`src/rtl/hilo_muldiv_pkg.sv`:
```
// Shared opcodes, FSM states and arithmetic helpers for the HI/LO multiply/divide sequencer.
package hilo_muldiv_pkg;

  localparam int DATA_W             = 32;
  localparam int DIV_ITER           = 32;
  localparam int MUL_CYCLES_DEFAULT = 3;
  localparam int CNT_W              = 6;

  localparam logic [1:0] OP_MULT  = 2'b00;
  localparam logic [1:0] OP_MULTU = 2'b01;
  localparam logic [1:0] OP_DIV   = 2'b10;
  localparam logic [1:0] OP_DIVU  = 2'b11;

  typedef enum logic [1:0] {
    ST_IDLE,
    ST_MUL,
    ST_DIV,
    ST_FIX
  } state_t;

  // Full 64-bit product; sign extension makes the modulo-2^64 result correct for signed operands.
  function automatic logic [63:0] mul64(input logic [31:0] a, input logic [31:0] b,
                                        input logic is_signed);
    logic [63:0] ax;
    logic [63:0] bx;
    ax = is_signed ? {{32{a[31]}}, a} : {32'b0, a};
    bx = is_signed ? {{32{b[31]}}, b} : {32'b0, b};
    return ax * bx;
  endfunction

  function automatic logic [31:0] magnitude(input logic [31:0] x, input logic is_signed);
    return (is_signed && x[31]) ? (~x + 32'd1) : x;
  endfunction

endpackage

```
`src/rtl/hilo_muldiv_ctrl_div_core.sv`:
```
// Unsigned iterative restoring divider: one quotient bit per step on a 64-bit remainder/quotient register.
module div_core
  import hilo_muldiv_pkg::*;
(
  input  logic              clock,
  input  logic              reset,
  input  logic              load,
  input  logic              step,
  input  logic [DATA_W-1:0] dividend,
  input  logic [DATA_W-1:0] divisor,
  output logic [DATA_W-1:0] quotient,
  output logic [DATA_W-1:0] remainder
);

  logic [63:0]       rq_reg;
  logic [31:0]       divisor_reg;
  logic [32:0]       trial;
  logic [31:0]       diff;
  logic              fits;

  // The shifted partial remainder needs 33 bits; the difference always fits back in 32.
  always_comb begin
    trial = rq_reg[63:31];
    fits  = (trial >= {1'b0, divisor_reg});
    diff  = trial[31:0] - divisor_reg;
  end

  always_ff @(posedge clock) begin
    if (reset) begin
      rq_reg      <= '0;
      divisor_reg <= '0;
    end else if (load) begin
      rq_reg      <= {32'b0, dividend};
      divisor_reg <= divisor;
    end else if (step) begin
      if (fits) begin
        rq_reg <= {diff, rq_reg[30:0], 1'b1};
      end else begin
        rq_reg <= {rq_reg[62:0], 1'b0};
      end
    end
  end

  assign quotient  = rq_reg[31:0];
  assign remainder = rq_reg[63:32];

endmodule

```
`src/rtl/hilo_muldiv_ctrl.sv`:
```
// HI/LO multiply/divide sequencer with pipeline stall; define HILO_WRITE_EN to add mthi/mtlo write ports.
module hilo_muldiv_ctrl
  import hilo_muldiv_pkg::*;
#(
  parameter int MUL_CYCLES = MUL_CYCLES_DEFAULT
) (
  input  logic        clock,
  input  logic        reset,
  input  logic        start,
  input  logic [1:0]  op,
  input  logic [31:0] operand_a,
  input  logic [31:0] operand_b,
  input  logic        hilo_rd_req,
`ifdef HILO_WRITE_EN
  input  logic [1:0]  mt_we,
  input  logic [31:0] mt_data,
`endif
  output logic [31:0] hi,
  output logic [31:0] lo,
  output logic        busy,
  output logic        done,
  output logic        stall
);

  state_t             state_reg;
  logic [CNT_W-1:0]   cnt_reg;
  logic [31:0]        hi_reg;
  logic [31:0]        lo_reg;
  logic               busy_reg;
  logic               done_reg;
  logic [31:0]        a_reg;
  logic [31:0]        b_reg;
  logic               sign_q_reg;
  logic               sign_r_reg;

  logic               accept;
  logic               accept_mul;
  logic               accept_div;
  logic               div_signed;
  logic               div_step;
  logic [31:0]        div_dividend;
  logic [31:0]        div_divisor;
  logic [31:0]        quo;
  logic [31:0]        rem;
  logic [63:0]        mul_result;

  always_comb begin
    accept       = (state_reg == ST_IDLE) && start;
    accept_div   = accept && op[1];
    accept_mul   = accept && !op[1];
    div_signed   = (op == OP_DIV);
    div_step     = (state_reg == ST_DIV);
    div_dividend = magnitude(operand_a, div_signed);
    div_divisor  = magnitude(operand_b, div_signed);
  end

  // Product is formed at accept and shifted one stage per cycle; the last stage feeds HI/LO.
  genvar gi;
  generate
    for (gi = 0; gi < MUL_CYCLES; gi++) begin : g_mul_pipe
      logic [63:0] stage_reg;
      if (gi == 0) begin : g_head
        always_ff @(posedge clock) begin
          if (reset) begin
            stage_reg <= '0;
          end else if (accept_mul) begin
            stage_reg <= mul64(operand_a, operand_b, op == OP_MULT);
          end
        end
      end else begin : g_tail
        always_ff @(posedge clock) begin
          if (reset) begin
            stage_reg <= '0;
          end else begin
            stage_reg <= g_mul_pipe[gi-1].stage_reg;
          end
        end
      end
    end
  endgenerate

  assign mul_result = g_mul_pipe[MUL_CYCLES-1].stage_reg;

  div_core u_div_core (
    .clock     (clock),
    .reset     (reset),
    .load      (accept_div),
    .step      (div_step),
    .dividend  (div_dividend),
    .divisor   (div_divisor),
    .quotient  (quo),
    .remainder (rem)
  );

  always_ff @(posedge clock) begin
    if (reset) begin
      state_reg  <= ST_IDLE;
      cnt_reg    <= '0;
      hi_reg     <= '0;
      lo_reg     <= '0;
      busy_reg   <= 1'b0;
      done_reg   <= 1'b0;
      a_reg      <= '0;
      b_reg      <= '0;
      sign_q_reg <= 1'b0;
      sign_r_reg <= 1'b0;
    end else begin
      done_reg <= 1'b0;
      case (state_reg)
        ST_IDLE: begin
          if (start) begin
            a_reg    <= operand_a;
            b_reg    <= operand_b;
            busy_reg <= 1'b1;
            if (op[1]) begin
              state_reg  <= ST_DIV;
              cnt_reg    <= CNT_W'(DIV_ITER - 1);
              sign_q_reg <= div_signed && (operand_a[31] ^ operand_b[31]);
              sign_r_reg <= div_signed && operand_a[31];
            end else begin
              state_reg  <= ST_MUL;
              cnt_reg    <= CNT_W'(MUL_CYCLES - 1);
              sign_q_reg <= 1'b0;
              sign_r_reg <= 1'b0;
            end
          end
`ifdef HILO_WRITE_EN
          else begin
            if (mt_we[1]) hi_reg <= mt_data;
            if (mt_we[0]) lo_reg <= mt_data;
          end
`endif
        end
        ST_MUL: begin
          if (cnt_reg == '0) begin
            hi_reg    <= mul_result[63:32];
            lo_reg    <= mul_result[31:0];
            busy_reg  <= 1'b0;
            done_reg  <= 1'b1;
            state_reg <= ST_IDLE;
          end else begin
            cnt_reg <= cnt_reg - 1'b1;
          end
        end
        ST_DIV: begin
          if (cnt_reg == '0) begin
            state_reg <= ST_FIX;
          end else begin
            cnt_reg <= cnt_reg - 1'b1;
          end
        end
        ST_FIX: begin
          // Divide by zero reports all-ones quotient and the raw dividend, independent of sign.
          if (b_reg == '0) begin
            lo_reg <= '1;
            hi_reg <= a_reg;
          end else begin
            lo_reg <= sign_q_reg ? -quo : quo;
            hi_reg <= sign_r_reg ? -rem : rem;
          end
          busy_reg  <= 1'b0;
          done_reg  <= 1'b1;
          state_reg <= ST_IDLE;
        end
        default: begin
          state_reg <= ST_IDLE;
          busy_reg  <= 1'b0;
        end
      endcase
    end
  end

`ifdef HILO_WRITE_EN
  assign stall = busy_reg && (start || hilo_rd_req || (mt_we != 2'b00));
`else
  assign stall = busy_reg && (start || hilo_rd_req);
`endif

  assign hi   = hi_reg;
  assign lo   = lo_reg;
  assign busy = busy_reg;
  assign done = done_reg;

endmodule

```
`config.mk`:
```
export PLATFORM = sky130hd
export DESIGN_NAME = hilo_muldiv_ctrl
export DESIGN_NICKNAME = d
export VERILOG_FILES = /design/src/rtl/hilo_muldiv_pkg.sv /design/src/rtl/hilo_muldiv_ctrl_div_core.sv /design/src/rtl/hilo_muldiv_ctrl.sv
export SDC_FILE = /design/constraint.sdc
export NUM_CORES = 2
export LEC_CHECK = 0
export BUFFER_PORTS_ARGS = -buffer_cell sky130_fd_sc_hd__buf_2
export CAP_MARGIN = 0
export CORE_MARGIN = 2
export CORE_UTILIZATION = 27
export CTS_CLUSTER_SIZE = 28
export DETAILED_ROUTE_END_ITERATION = 8
export SYNTH_ARGS = -nofsm -noshare
export SYNTH_HDL_FRONTEND = slang
export SYNTH_SLANG_ARGS = --single-unit
```
`constraint.sdc`:
```
create_clock -name clock -period 14.3 [get_ports clock]
set_clock_uncertainty 0.2 [all_clocks]
set_input_delay 3.575 -clock clock [delete_from_list [all_inputs] [get_ports clock]]
set_output_delay 3.575 -clock clock [all_outputs]
set_load 0.005 [all_outputs]
```
Word-level counts from Yosys, hierarchy flattened
Index checks and enable logic that the tools add are counted.

Output and inout port bits: 67. Logic and storage cells: 90. Input bits: 70. Register bits after elaboration: 428.

$add $sub $neg: 6. Mux-type cells: 31. Reduce and logical (&&, ||, !) cells: 24. Order comparisons: 1. Bitwise logic cells: 3. $mul: 1. Eq/ne operators: 8.

Operator list (count): $mux W32 (10); $mux W64 (3); $pmux W32 S2 (2); $add A32 B1 Y32 const B (2); $mul A64 B64 Y64 (1); $neg A32 Y32 (2); $not A32 Y32 (2); $ge A33 B32 Y1 (1); $logic_not A32 Y1 (1); $sub A32 B32 Y32 (1); $mux W6 (2); $pmux W6 S2 (1); $reduce_and A3 Y1 (3); $mux W2 (4); $pmux W2 S4 (1); $logic_and A1 B1 Y1 (7); $eq A2 B2 Y1 const B (3); $logic_not A6 Y1 (1); $ne A2 B2 Y1 const B (3); $reduce_bool A2 Y1 (3); $sub A6 B1 Y6 const B (1); $mux W1 (5); $mux W5 (1); $logic_not A2 Y1 (2); other kinds (10) (12).

Depth between registers and ports, before layout
Depth after elaboration: 4. Gate-level depth with buffers: 37. Mapped depth without buffers: 34.

By module
From an unflattened synthesis, not the netlist that was laid out.

Cell total of the unflattened synthesis: 7486. Area, all modules: 67840.1 µm².

By module, submodules not included: hilo_muldiv_ctrl (sequential area each 6646.4 µm², area an instance 61793.0 µm², times used 1, cells each 6731); div_core (sequential area each 1921.8 µm², area an instance 6047.0 µm², times used 1, cells each 755).

Least setup slack after synthesis
OpenSTA, ideal clock, no wires.

Path kind: input-to-reg. Start point: in op[0]. End point: reg g_mul_pipe[0].stage_reg[58]. Path slack: 1.525 ns. Cell stages on the path: 29. Path buffers: 2. Arrival time: 12.458 ns. Data required time: 13.983 ns. Setup time: 0.117 ns. Cell sequence: nor2_1 and2_1 clkbuf_1 clkbuf_1 nand2_1 fa_1 inv_1 fa_1 fa_1 inv_1 fa_1 inv_1 fa_1 fa_1 fa_1 fa_1 fa_1 fa_1 ha_1 a21o_1 a21o_1 a211oi_1 nand2_1 or3_1 and3_1 a221oi_2 o21ai_0 xor2_1 a22o_1.

Cells in the longest elaborated chain, start to end: 3. Elaborated cells between the ends (all ways): 4. Those cells by class: mul (1); mux (2); reduce/logical (1).

RTL lines: start: declaration (RTL line hilo_muldiv_ctrl.sv:10) `input logic [1:0] op,`; $logic_not A2 Y1 (*) (RTL line hilo_muldiv_ctrl.sv:67) `stage_reg <= mul64(operand_a, operand_b, op == OP_MULT);`; $mux W64 (on tied branches) (RTL line hilo_muldiv_pkg.sv:26, hilo_muldiv_pkg.sv:27); $mul A64 B64 Y64 (*) (RTL line hilo_muldiv_pkg.sv:28) `return ax * bx;`; end signal: assignment (RTL line hilo_muldiv_ctrl.sv:67); end: declaration (RTL line hilo_muldiv_ctrl.sv:61) `logic [63:0] stage_reg;`.

Every way passes the cells marked *; elsewhere a longest branch is shown, timed or not. A chain may end at the register's enable or synchronous reset.

Worst setup path in the final report
Start point: in op[1]. End point: reg g_mul_pipe[0].stage_reg[57].

Cells in the longest elaborated chain, start to end: 3. Elaborated cells between the ends (all ways): 6. Those cells by class: mul (1); mux (2); reduce/logical (3).

RTL lines (RTL line): $logic_not A2 Y1 (hilo_muldiv_ctrl.sv:67); $mux W64 (on tied branches) (hilo_muldiv_pkg.sv:26, hilo_muldiv_pkg.sv:27); $mul A64 B64 Y64 (hilo_muldiv_pkg.sv:28).

Parallel ways exist; a longest one is shown, timed or not.

==> summary.txt <==
worst slew pin tran: 1.24 ns
wire per inst: 21.0 um
H-tree level count: 2
# nets final: 9082
gr usage total: 0.176
CTS Sinks: 428
launch point of the worst reg-to-reg path: u_div_core.divisor_reg[1]
Die Span X: 502 um
area of the die: 252000 um2
CTS root buffer: clkbuf_16
Via density: 4.74
Final Cell Area: 73000 um2
async set or reset register ratio after synthesis: 0
number of CTS-inserted buffers: 47
filler instances: 26000
setup bufs post-CTS: 0
layout cell share with drive strength beyond 1: 0.0531
Yosys cell types: 82
slowest CP cell: fa_1
Site Rows: 182
Max stage delay on crit path: 0.86 ns
Setup CP Type: in2reg
status: finished clean
TritonCTS clock tree: yes
crit path launch type: input pin
first-pass GRT wire length: 338000 um
Hold WC Path Type: reg2reg
IO Pins: 137
Worst Setup End Kind: flip-flop
Crit. Startpoint: op[1]
largest net degree at the start of global routing: 110
vias: 50200
Worst Hold Depth: 1
hold path startpoint: g_mul_pipe[1].stage_reg[55]
vias in the first global route: 53600
RSZ-0062 raised after global routing: no
DRC: 0
CTS max path bufs: 3
critical path peak fanout: 20
hold_buf cts: 0
DRT Pass-1 Iters: 6
GRT overflow: 0
routability-driven placement congestion ratio: 0.965
initial antenna violation count: 20
synthesized area: 67100 um2
Tcrit/Tclk final: 0.904
post_cts resized: 0
Port Buffers: 136
HPWL Detailed: 183000 um
WL final: 222000 um
predominant post-synthesis flop cell: dfxtp_1
Final setup viols: 0
EDFF count, synth: 0
Ys Warns: 0
Core Region: 246000 um2
Worst Reg-to-Reg Cells: 13
syn avg cell area: 9.10 um2
syn_nets: 9211
synthesis-to-layout area growth: 8.81%
max reg flops: 192
ANT nets after route: 0
Initial Utilization: 0.272
Final Hold Vio Count: 0
post-place instance area: 71300 um2
Die H: 502 um
Synth Register Bits: 428
Arr. time, crit path: 13.26 ns
post-synthesis sequential area ratio: 0.128
Crit path top cell by count: fa_1
Clk pin slew, worst setup/hold paths: 0.06 ns
Rel. slew slack: 0.171
TNS Setup: 0 ns
worst-skew pair later-pin latency: 0.59 ns
Req. time, crit path: 14.63 ns
Synth Instances: 7369
Final Max Slew Viols: 0
fin crit period: 12.93 ns
initial DRC count: 4127
Max Clock Freq: 77.4 MHz
maximum capacitance violations: 0
## kinds of logic (layout without fill, tap and decap cells)
group | Yosys count | after routing | synth area share
AND/OR/NAND/NOR | 2025 | 2025 | 0.147
buffers and inverters | 1979 | 1886 | 0.111
flip-flops | 428 | 428 | 0.128
AO/OA/AOI/OAI | 829 | 829 | 0.0792
multiplexers | 79 | 79 | 0.0118
adder cells (fa/ha/maj) | 1775 | 1775 | 0.490
XOR/XNOR | 254 | 254 | 0.0332
other | 0 | 5 | 0
## cell usage in the layout, fill, tap and decap left out, types with 9 or more instances in the layout
cell type     n
o22ai_1      13
and3_1       34
a21oi_1     277
a31oi_1      19
or3_1        35
buf_2       134
nand4_1      10
and4_1        9
or4_1        10
o221ai_1     30
xor2_1       97
mux2i_1      77
o21bai_1     16
fa_1       1424
clkbuf_16    47
o21ai_0     150
xnor2_1     157
o41ai_1      12
nand2_1     939
nor2_1      197
a311oi_1     16
buf_4       124
o31ai_1      29
a21o_1       47
dfxtp_1     428
and2_1      511
nor3_1       21
nand2b_1     14
nor2b_1     140
nand3_1      37
a22o_1       16
inv_1      1540
a211oi_1    102
o21a_1       17
nor4_1       20
o211ai_1     27
ha_1        346
## metrics by stage
stage | std cells | util | worst slack, ns | hold slack (ns)
after floorplan | 7369 | - | 1.52 | 0.214
after global placement | 10500 | 0.289 | 0.828 | 0.219
after detailed placement | 10500 | 0.289 | 0.815 | 0.220
after CTS | 10600 | 0.296 | 1.43 | 0.225
after global routing | 10600 | 0.296 | 0.995 | 0.242
final | 10600 | 0.296 | 1.37 | 0.235
## cell usage after synthesis (all sizes together), types with 37 or more instances
master  number  area share
o21ai      152       0.011
a211oi     102       0.011
nand2      942       0.053
and2       513       0.048
clkbuf     381       0.021
a21oi      278       0.021
nor2b      140       0.013
inv       1540       0.086
a21o        47      0.0053
nand3       37      0.0028
ha         348       0.065
buf         58      0.0033
or3         37      0.0036
mux2i       78       0.012
dfxtp      428        0.13
nor2       204       0.011
fa        1424        0.42
xnor2      157       0.020
xor2        97       0.013
## cell type report
| type | count | area, um2 | area share |
|---|---|---|---|
| clock inverter | 26 | 360 | 0.00494 |
| inverter | 1540 | 5780 | 0.0792 |
| timing repair buffer | 261 | 1660 | 0.0227 |
| antenna | 5 | 12.5 | 0.000171 |
| tap | 3312 | 4140 | 0.0568 |
| clock buffer | 59 | 1300 | 0.0178 |
| multi-input combinational | 4962 | 51200 | 0.701 |
| sequential | 428 | 8570 | 0.117 |
## worst max-delay path: cells and delay by family
kind                     cells  cell delay, ns
AO/OA/AOI/OAI                2            0.79
AND/OR/NAND/NOR              7            2.00
buffers and inverters        9            1.41
adder cells (fa/ha/maj)     11            5.45
## layer usage
metal  vias to the layer above  GRT usage  routed length [um]
li1                      22000          -                   -
met2                      1859      0.292              103000
met5                         -          0                   0
met4                         0     0.0684               10200
met1                     26000      0.235               94400
met3                       390     0.0199               14100
## worst paths after layout
path                                 end  slack [ns]
max          g_mul_pipe[0].stage_reg[57]        1.37
min          g_mul_pipe[2].stage_reg[55]        0.23
max reg2reg        u_div_core.rq_reg[62]       10.11
min reg2reg  g_mul_pipe[2].stage_reg[55]        0.23
Power is not shown: default switching activity piles up to over one toggle a cycle in this logic, so the estimate is an artifact.
